`src/rtl/led_breath_sequencer.sv`:
```
// Breathing LED sequencer: drives a shared up/down brightness counter
// and turns its level into per-channel PWM, all-together or chase.
module led_breath_sequencer #(
  parameter int NUM_LEDS  = 4,
  parameter int WIDTH     = 8,
  parameter int PRESCALE  = 1024,
  parameter int GAP_STEPS = 16
) (
  input  logic                        clk,
  input  logic                        rst_n,
  input  logic                        start,
  input  logic                        stop,
  input  logic                        chase,
  input  logic                        one_shot,
  input  logic [WIDTH-1:0]            cnt_q,
  output logic                        cnt_ena,
  output logic                        cnt_clr_n,
  output logic [NUM_LEDS-1:0]         led,
  output logic [$clog2(NUM_LEDS)-1:0] ch_idx,
  output logic                        busy,
  output logic                        done
);

  localparam int BREATH = 2 * ((1 << WIDTH) - 1);
  localparam int SMAX   = (BREATH > GAP_STEPS) ? BREATH : GAP_STEPS;
  localparam int PW     = $clog2(PRESCALE);
  localparam int SW     = $clog2(SMAX);
  localparam int CW     = $clog2(NUM_LEDS);

  localparam logic [PW-1:0] PRE_LAST  = PW'(PRESCALE - 1);
  localparam logic [SW-1:0] FADE_LAST = SW'(BREATH - 1);
  localparam logic [SW-1:0] GAP_LAST  = SW'(GAP_STEPS - 1);
  localparam logic [CW-1:0] CH_LAST   = CW'(NUM_LEDS - 1);

  typedef enum logic [1:0] {
    IDLE,
    FADE,
    GAP
  } state_t;

  state_t               state_q, state_d;
  logic [PW-1:0]        pre_q, pre_d;
  logic [SW-1:0]        step_q, step_d;
  logic [CW-1:0]        ch_idx_q, ch_idx_d;
  logic                 chase_q, chase_d;
  logic                 one_shot_q, one_shot_d;
  logic [WIDTH-1:0]     pwm_q, pwm_d;
  logic [NUM_LEDS-1:0]  led_q, led_d;
  logic                 done_q, done_d;
  logic                 pre_wrap;
  logic                 pass_end;
  logic [NUM_LEDS-1:0]  en;

  always_ff @(posedge clk or negedge rst_n) begin
    if (!rst_n) begin
      state_q    <= IDLE;
      pre_q      <= '0;
      step_q     <= '0;
      ch_idx_q   <= '0;
      chase_q    <= 1'b0;
      one_shot_q <= 1'b0;
      pwm_q      <= '0;
      led_q      <= '0;
      done_q     <= 1'b0;
    end else begin
      state_q    <= state_d;
      pre_q      <= pre_d;
      step_q     <= step_d;
      ch_idx_q   <= ch_idx_d;
      chase_q    <= chase_d;
      one_shot_q <= one_shot_d;
      pwm_q      <= pwm_d;
      led_q      <= led_d;
      done_q     <= done_d;
    end
  end

  always_comb begin
    state_d    = state_q;
    pre_d      = pre_q;
    step_d     = step_q;
    ch_idx_d   = ch_idx_q;
    chase_d    = chase_q;
    one_shot_d = one_shot_q;
    done_d     = 1'b0;
    pwm_d      = pwm_q + 1'b1;
    pre_wrap   = (pre_q == PRE_LAST);
    pass_end   = !chase_q || (ch_idx_q == CH_LAST);

    unique case (state_q)
      IDLE: begin
        pre_d    = '0;
        step_d   = '0;
        ch_idx_d = '0;
        if (start) begin
          state_d    = FADE;
          chase_d    = chase;
          one_shot_d = one_shot;
        end
      end
      FADE: begin
        pre_d = pre_wrap ? '0 : pre_q + 1'b1;
        if (pre_wrap) begin
          if (step_q == FADE_LAST) begin
            step_d  = '0;
            state_d = GAP;
          end else begin
            step_d = step_q + 1'b1;
          end
        end
      end
      GAP: begin
        pre_d = pre_wrap ? '0 : pre_q + 1'b1;
        if (pre_wrap) begin
          if (step_q == GAP_LAST) begin
            step_d = '0;
            if (one_shot_q && pass_end) begin
              state_d = IDLE;
              done_d  = 1'b1;
            end else begin
              state_d = FADE;
              if (chase_q)
                ch_idx_d = (ch_idx_q == CH_LAST) ? '0 : ch_idx_q + 1'b1;
            end
          end else begin
            step_d = step_q + 1'b1;
          end
        end
      end
      default: state_d = IDLE;
    endcase

    if (stop) begin
      state_d  = IDLE;
      done_d   = 1'b0;
      pre_d    = '0;
      step_d   = '0;
      ch_idx_d = '0;
    end

    for (int i = 0; i < NUM_LEDS; i++)
      en[i] = !chase_q || (ch_idx_q == CW'(i));
    // Gate on the next state so LEDs go dark on the same edge as GAP/stop.
    led_d = (state_d == FADE) ? (en & {NUM_LEDS{pwm_q < cnt_q}}) : '0;
  end

  assign cnt_ena   = (state_q == FADE) && pre_wrap;
  assign cnt_clr_n = (state_q == FADE);
  assign busy      = (state_q != IDLE);
  assign led       = led_q;
  assign ch_idx    = ch_idx_q;
  assign done      = done_q;

endmodule

```
`config.mk`:
```
export PLATFORM = sky130hd
export DESIGN_NAME = led_breath_sequencer
export DESIGN_NICKNAME = d
export VERILOG_FILES = /design/src/rtl/led_breath_sequencer.sv
export SDC_FILE = /design/constraint.sdc
export NUM_CORES = 1
export LEC_CHECK = 0
export CELL_PAD_IN_SITES_DETAIL_PLACEMENT = 2
export CELL_PAD_IN_SITES_GLOBAL_PLACEMENT = 2
export CORE_UTILIZATION = 35
export DETAILED_ROUTE_END_ITERATION = 6
export PLACE_DENSITY = 0.88
export SYNTH_ARGS = -nofsm -noshare
export SYNTH_HDL_FRONTEND = slang
export SYNTH_SLANG_ARGS = --single-unit
```
`constraint.sdc`:
```
create_clock -name clk -period 5 [get_ports clk]
set_input_delay 0.75 -clock clk [delete_from_list [all_inputs] [get_ports clk]]
set_output_delay 0.75 -clock clk [all_outputs]
set_load 0.02 [all_outputs]
```
# --- Word level (Yosys, flattened, before mapping) ---
# Cells that the tools add are included.
word_totals:
  reg_bits: 38
  in_bits: 14
  elab_cells: 76
op_classes:
  add_sub_neg: 4
  n_lt_le_gt_ge: 1
  eq_ne: 14
  n_mux: 30
  bitwise: 1
  reduce_logical: 17
op_table:
  columns: ["operator", "n"]
  rows:
  - ["9-bit two-way mux", 5]
  - ["9-bit case mux with 3 select lines", 1]
  - ["2-bit two-way mux", 12]
  - ["10-bit two-way mux", 2]
  - ["10-bit case mux with 2 select lines", 1]
  - ["3-bit inequality test (second input constant)", 4]
  - ["10-bit by 1-bit adder with 10-bit output (second input constant)", 1]
  - ["10-bit == test (second input constant)", 1]
  - ["9-bit by 1-bit adder with 9-bit output (second input constant)", 1]
  - ["9-bit by 4-bit == test with 1-bit output (second input constant)", 1]
  - ["9-bit == test (second input constant)", 1]
  - ["8-bit by 1-bit adder with 8-bit output (second input constant)", 1]
  - ["8-bit less-than comparator", 1]
  - ["2-bit by 1-bit == test with 1-bit output (second input constant)", 3]
  - ["2-bit == test (second input constant)", 3]
  - ["1-bit two-way mux", 6]
  - ["2-bit case mux with 3 select lines", 1]
  - ["3-bit nonzero test", 2]
  - ["5-bit AND reduction", 1]
  - ["4-bit bitwise AND", 1]
  - ["2-bit logical NOT", 2]
  - ["1-bit logical OR", 4]
  - ["4-bit two-way mux", 1]
  - ["2-bit case mux with 2 select lines", 1]
  - ["9 further kinds", 10]

# --- Depth between registers and ports, before layout ---
depth:
  word_depth: 10
  depth_mapped: 8
  ltp_nobuf: 7

# --- Worst setup path before layout ---
# No wires, ideal clock.
synth_path:
  path_kind: "reg2reg"
  startpoint: "reg state_q[0]"
  endpoint: "reg led_q[2], in the netlist led[2]"
  setup_ns: 0.122
  arrival_time_ns: 1.998
  t_required_ns: 4.878
  setup_slack_ns: 2.880
  path_stages_with_launch: 8
  path_buffers: 0
  path_cell_list: "dfrtp_1 inv_1 ha_1 inv_2 or3_4 a2111oi_4 a211oi_2 a2111oi_1"
synth_between:
  elab_chain_cells: 6
  word_cells_on_any_way: 12
synth_rtl:
  columns: ["item", "line_no", "rtl"]
  rows:
  - ["start: declaration", "41", "state_t state_q, state_d;"]
  - ["start signal: assignment", "66", "state_q <= state_d;"]
  - ["2-bit two-way mux, on equally long branches", "115, 104", null]
  - ["2-bit two-way mux, on equally long branches", "114, 103", null]
  - ["2-bit case mux with 3 select lines (*)", "90", "unique case (state_q)"]
  - ["2-bit two-way mux (*)", "133", "if (stop) begin"]
  - ["2-bit by 1-bit == test with 1-bit output (*)", "144", "led_d = (state_d == FADE) ? (en & {NUM_LEDS{pwm_q < cnt_q}}) : '0;"]
  - ["4-bit two-way mux (*)", "144", null]
  - ["via led_d[2]", "48", "logic [NUM_LEDS-1:0] led_q, led_d;"]
  - ["end signal: assignment", "73", "led_q <= led_d;"]
  - ["end: declaration", "48", null]
# The timed path passes the listed nets; every way through them passes the cells marked *.
# A chain may end at the register's enable or synchronous reset.

# --- Worst setup path in the final report ---
layout_path:
  startpoint: "reg pre_q[0]"
  endpoint: "out cnt_ena"
layout_between:
  elab_chain_cells: 2
layout_rtl:
  columns: ["item", "line_no", "rtl"]
  rows:
  - ["start: declaration", "42", "logic [PW-1:0] pre_q, pre_d;"]
  - ["start signal: assignment", "67", "pre_q <= pre_d;"]
  - ["10-bit == test", "87", "pre_wrap = (pre_q == PRE_LAST);"]
  - ["1-bit logical AND", "147", "assign cnt_ena = (state_q == FADE) && pre_wrap;"]
  - ["end: declaration", "16", "output logic cnt_ena,"]
# Every way passes these cells.

==> run summary <==
The flow ran to the end, and the final reports show no timing, DRC or antenna violations. TritonCTS built the clock tree. The number of vias per cell is 5.675. Cells fill 42.61% of the core in the end. The clock network burns 25.3% of the power. The number of input and output port buffers inserted is 23.

The clock net in this run drives a total of 38 sinks. After floorplanning, the core was sized to cover 6314 um^2. Setup repair after global routing left no endpoint under its margin.

The worst setup path is launched from a flop. In the synthesized netlist the dominant register cell turns out to be sky130_fd_sc_hd__dfrtp_1. By area the synthesized netlist is led by sky130_fd_sc_hd__dfrtp_1 42%, sky130_fd_sc_hd__ha_1 10%, sky130_fd_sc_hd__inv_1 3.3%.

The net switching power came out at 309.7 uW. By startpoint and endpoint, the worst setup path is classified as reg2out. The number of buffers created by CTS came out at 5.

The largest net degree at the start of global routing is 39. The path type of the worst min-delay path is reg2reg. By count the netlist is led by 38 x sky130_fd_sc_hd__dfrtp_1, 20 x sky130_fd_sc_hd__inv_1, 19 x sky130_fd_sc_hd__ha_1, 19 x sky130_fd_sc_hd__nor2_1, 16 x sky130_fd_sc_hd__nand2_1. At the later pin of the worst-skew pair, clock insertion delay measures 0.30 ns.

The post-CTS repair timing setup buffer count came out at 0. The clock transition at the register clock pins on the worst setup and hold paths after CTS came out at 0.08 ns. The initial standard-cell utilization of the core came out at 36.21%. The largest area contributor in the netlist is sky130_fd_sc_hd__dfrtp_1. The depth of the CTS H-tree is 2. Among all cell types in the netlist, the one instantiated most often is sky130_fd_sc_hd__dfrtp_1. Subtracting the final worst setup slack from the clock period gives 3.022 ns. The area of all sequential standard cells is 950.9 um^2. The synthesized design contains 38 register bits. Summed over all failing endpoints, the final setup total negative slack is 0 ns. The path with the worst hold slack has its endpoint at pwm_q[0]. The critical path's largest stage delay came out at 0.59 ns. The all-layer global routing usage came out at 20.35%.

The die area is 6858 um^2. The die extent in x is 82.82 um. The final worst clock skew came out at 0.009442 ns. The share of cells above drive strength 1 came out at 9.579%.

The floorplan has 29 rows. The synthesized net count is 265. Max-cap violations in this run came to 0. Counting instances, the worst hold path has a depth of 1.

The number of cells produced by synthesis is 232. The vias after detailed routing came out at 1918. Of the total power, combinational logic draws 32.4%. The share of the synthesized area in the top cell type came out at 41.60%. The total iterations of the first detailed-routing run came out at 4. The worst IR drop on VDD came out at 0.0001399 V.

The count of filler cells inserted in the layout came out at 691. The cell area after layout is 2690 um^2. The capturing point of the worst reg2reg path is led[1]. The critical path goes through ha_1, nand3_2, nor3_4, and2_1, clkdlybuf4s50_1. The total count of hold-check failures in the final report came out at 0.

Counting flops with an async set or reset pin after synthesis yields a share of 100.0%. The netlist uses 52 different library cells. The depth of the worst register-to-register path is 7. The internal reg-to-reg setup slack is 2.48 ns. The number of max-slew violations in the final report was 0.

The mean cell area of the mapped netlist came out at 9.853 um^2. Summed over all layers, the routed wires come to 6279 um. The top achievable clock speed is 330.9 MHz.

The cell area after synthesis came out at 2286 um^2. The wire length of the first global-routing pass is 11010 um. The post-route fraction of the period consumed by the critical path came out at 60.45%. The via count of the first global-routing pass came out at 2157. The number of warning messages in the yosys log is 0. On the critical path, the stage with the largest delay is an instance of sky130_fd_sc_hd__clkdlybuf4s50_1.

The number of flops mapped to enable cells by yosys came out at 0. The number of top-level pins came out at 24. The mean routed wirelength per cell came out at 18.58 um. The cts-stage hold buffer count is 0. For the worst setup path, the data required time is 4.25 ns. The number of antenna-violating nets in the routed design is 0. The post-synthesis to final-layout area growth came out at 17.68%. The final-stage net count is 293.

The slew of the pin with the lowest slew margin is 0.9739 ns. After synthesis, flip-flops and latches occupy 41.60% of the total area. The placed instances occupy a cell area of 2599 um^2. The overall die height is 82.82 um. The number of antenna violations at the first check in global routing is 0. The maximum clock path buffer count came out at 2. The root buffer cell chosen for the clock tree is sky130_fd_sc_hd__clkbuf_8. The completed layout was analyzed and its total power is 877.9 uW. The first routing iteration left 59 violations. The areal power density over the cells is 326.3 nW/um^2. The switching portion of total power is 35.28%. The arrival time of data at the critical path endpoint is 2.27 ns. The worst hold path begins at pwm_q[0]. The count of antenna diodes in the layout came out at 0. The aggregate global routing overflow came out at 0.

Of all nets on the critical path, the largest fanout is 8. The leakage power total is 0.001240 uW. Summing all multi-input logic gate instances after layout gives 1232 um^2. The internal power came out at 568.2 uW. The startpoint identified for the worst register-to-register timing path is state_q[0]. STA classifies the critical path endpoint as a primary output. The share of power burned in registers came out at 42.3%. Setup violations remaining at the end of the flow were counted as 0. The post-cts resize count is 0. After detailed routing, the number of remaining DRC violations is 0. The tightest slew margin relative to the limit is 34.52%.

The detailed placement HPWL came out at 4846 um. At the end of routability-driven placement, the weighted congestion stood at 0.7430.
## flip-flops by register name (all words and copies together), names as in the netlist, 2 cells and up
name / cells
pwm_q: 8
pre_q: 10
step_q: 9
state_q: 2
led: 4
ch_idx: 2
## critical path: cells and delay by family (launching register included)
kind,cells,cell delay (ns)
AND/OR/NAND/NOR,3,0.73
buffers and inverters,1,0.59
adder cells (fa/ha/maj),1,0.25
flip-flops,1,0.39
## per-layer routing
layer | vias to the layer above | share of wire [%] | GRT usage [%]
met3 | 10 | 2.1 | 3.082
met5 | - | 0 | 0
li1 | 900 | - | -
met4 | 0 | 2.0 | 8.934
met1 | 983 | 43 | 24.16
met2 | 25 | 53 | 36.29
## worst max-delay path by stage
stage | from | endpoint | depth (start not counted)
finish | pre_q[0] | cnt_ena | 5
global route | pre_q[0] | cnt_ena | 5
floorplan | state_q[0] | led[2] | 7
global placement | stop | led[0] | 5
CTS | pre_q[0] | cnt_ena | 5
detailed placement | stop | led[1] | 5
## cell families after synthesis
family / Yosys count / share of synthesized area, %
AND/OR/NAND/NOR: 76 / 18.23
multiplexers: 5 / 2.354
AO/OA/AOI/OAI: 62 / 20.25
buffers and inverters: 25 / 4.488
XOR/XNOR: 7 / 2.682
flip-flops: 38 / 41.60
adder cells (fa/ha/maj): 19 / 10.40
## power groups by stage
stage | Sequential [uW] | Clock, uW | Combinational, uW
final | 371 | 222 | 284
after CTS | 371 | 230 | 287
after global placement | 372 | 0 | 269
after floorplan | 384 | 0 | 157
after global routing | 376 | 242 | 310
after detailed placement | 377 | 0 | 285
## metrics by stage
stage | setup WS [ns] | std cells | hold WS [ns]
4_1_cts | 1.947 | 338 | 0.4904
5_1_grt | 1.848 | 338 | 0.5202
3_3_place_gp | 2.185 | 330 | 0.4759
3_5_place_dp | 2.012 | 330 | 0.4784
6_report | 1.978 | 338 | 0.4798
2_1_floorplan | 2.880 | 232 | 0.4470
## area by class of cell
type | instances | share of cell area [%]
clock inverters | 1 | 0.1860
inverters | 21 | 2.930
clock buffers | 7 | 3.209
well taps | 77 | 3.581
flip-flops and latches | 38 | 35.35
multi-input cells | 169 | 45.81
repair buffers | 25 | 8.930
## layout by cell type (no fill, tap or decap), types with 2 or more instances in the layout
master	instances
sky130_fd_sc_hd__buf_4	2
sky130_fd_sc_hd__nand4_1	5
sky130_fd_sc_hd__xor2_1	2
sky130_fd_sc_hd__mux2i_1	2
sky130_fd_sc_hd__xnor2_1	5
sky130_fd_sc_hd__nor2b_1	3
sky130_fd_sc_hd__o32ai_1	2
sky130_fd_sc_hd__dfrtp_1	38
sky130_fd_sc_hd__nor3_1	5
sky130_fd_sc_hd__a2111oi_1	3
sky130_fd_sc_hd__a22o_1	7
sky130_fd_sc_hd__a211o_1	2
sky130_fd_sc_hd__o21ai_0	15
sky130_fd_sc_hd__nand2_1	16
sky130_fd_sc_hd__mux2_2	3
sky130_fd_sc_hd__clkdlybuf4s50_1	22
sky130_fd_sc_hd__nor4_1	2
sky130_fd_sc_hd__o31ai_1	4
sky130_fd_sc_hd__or3_1	2
sky130_fd_sc_hd__nand2b_1	3
sky130_fd_sc_hd__and4_1	2
sky130_fd_sc_hd__inv_1	20
sky130_fd_sc_hd__o41ai_1	2
sky130_fd_sc_hd__nor2_1	19
sky130_fd_sc_hd__a21oi_1	8
sky130_fd_sc_hd__clkbuf_8	6
sky130_fd_sc_hd__nand3_1	9
sky130_fd_sc_hd__a21o_1	7
sky130_fd_sc_hd__ha_1	19
(Power assumes the default switching activity.)
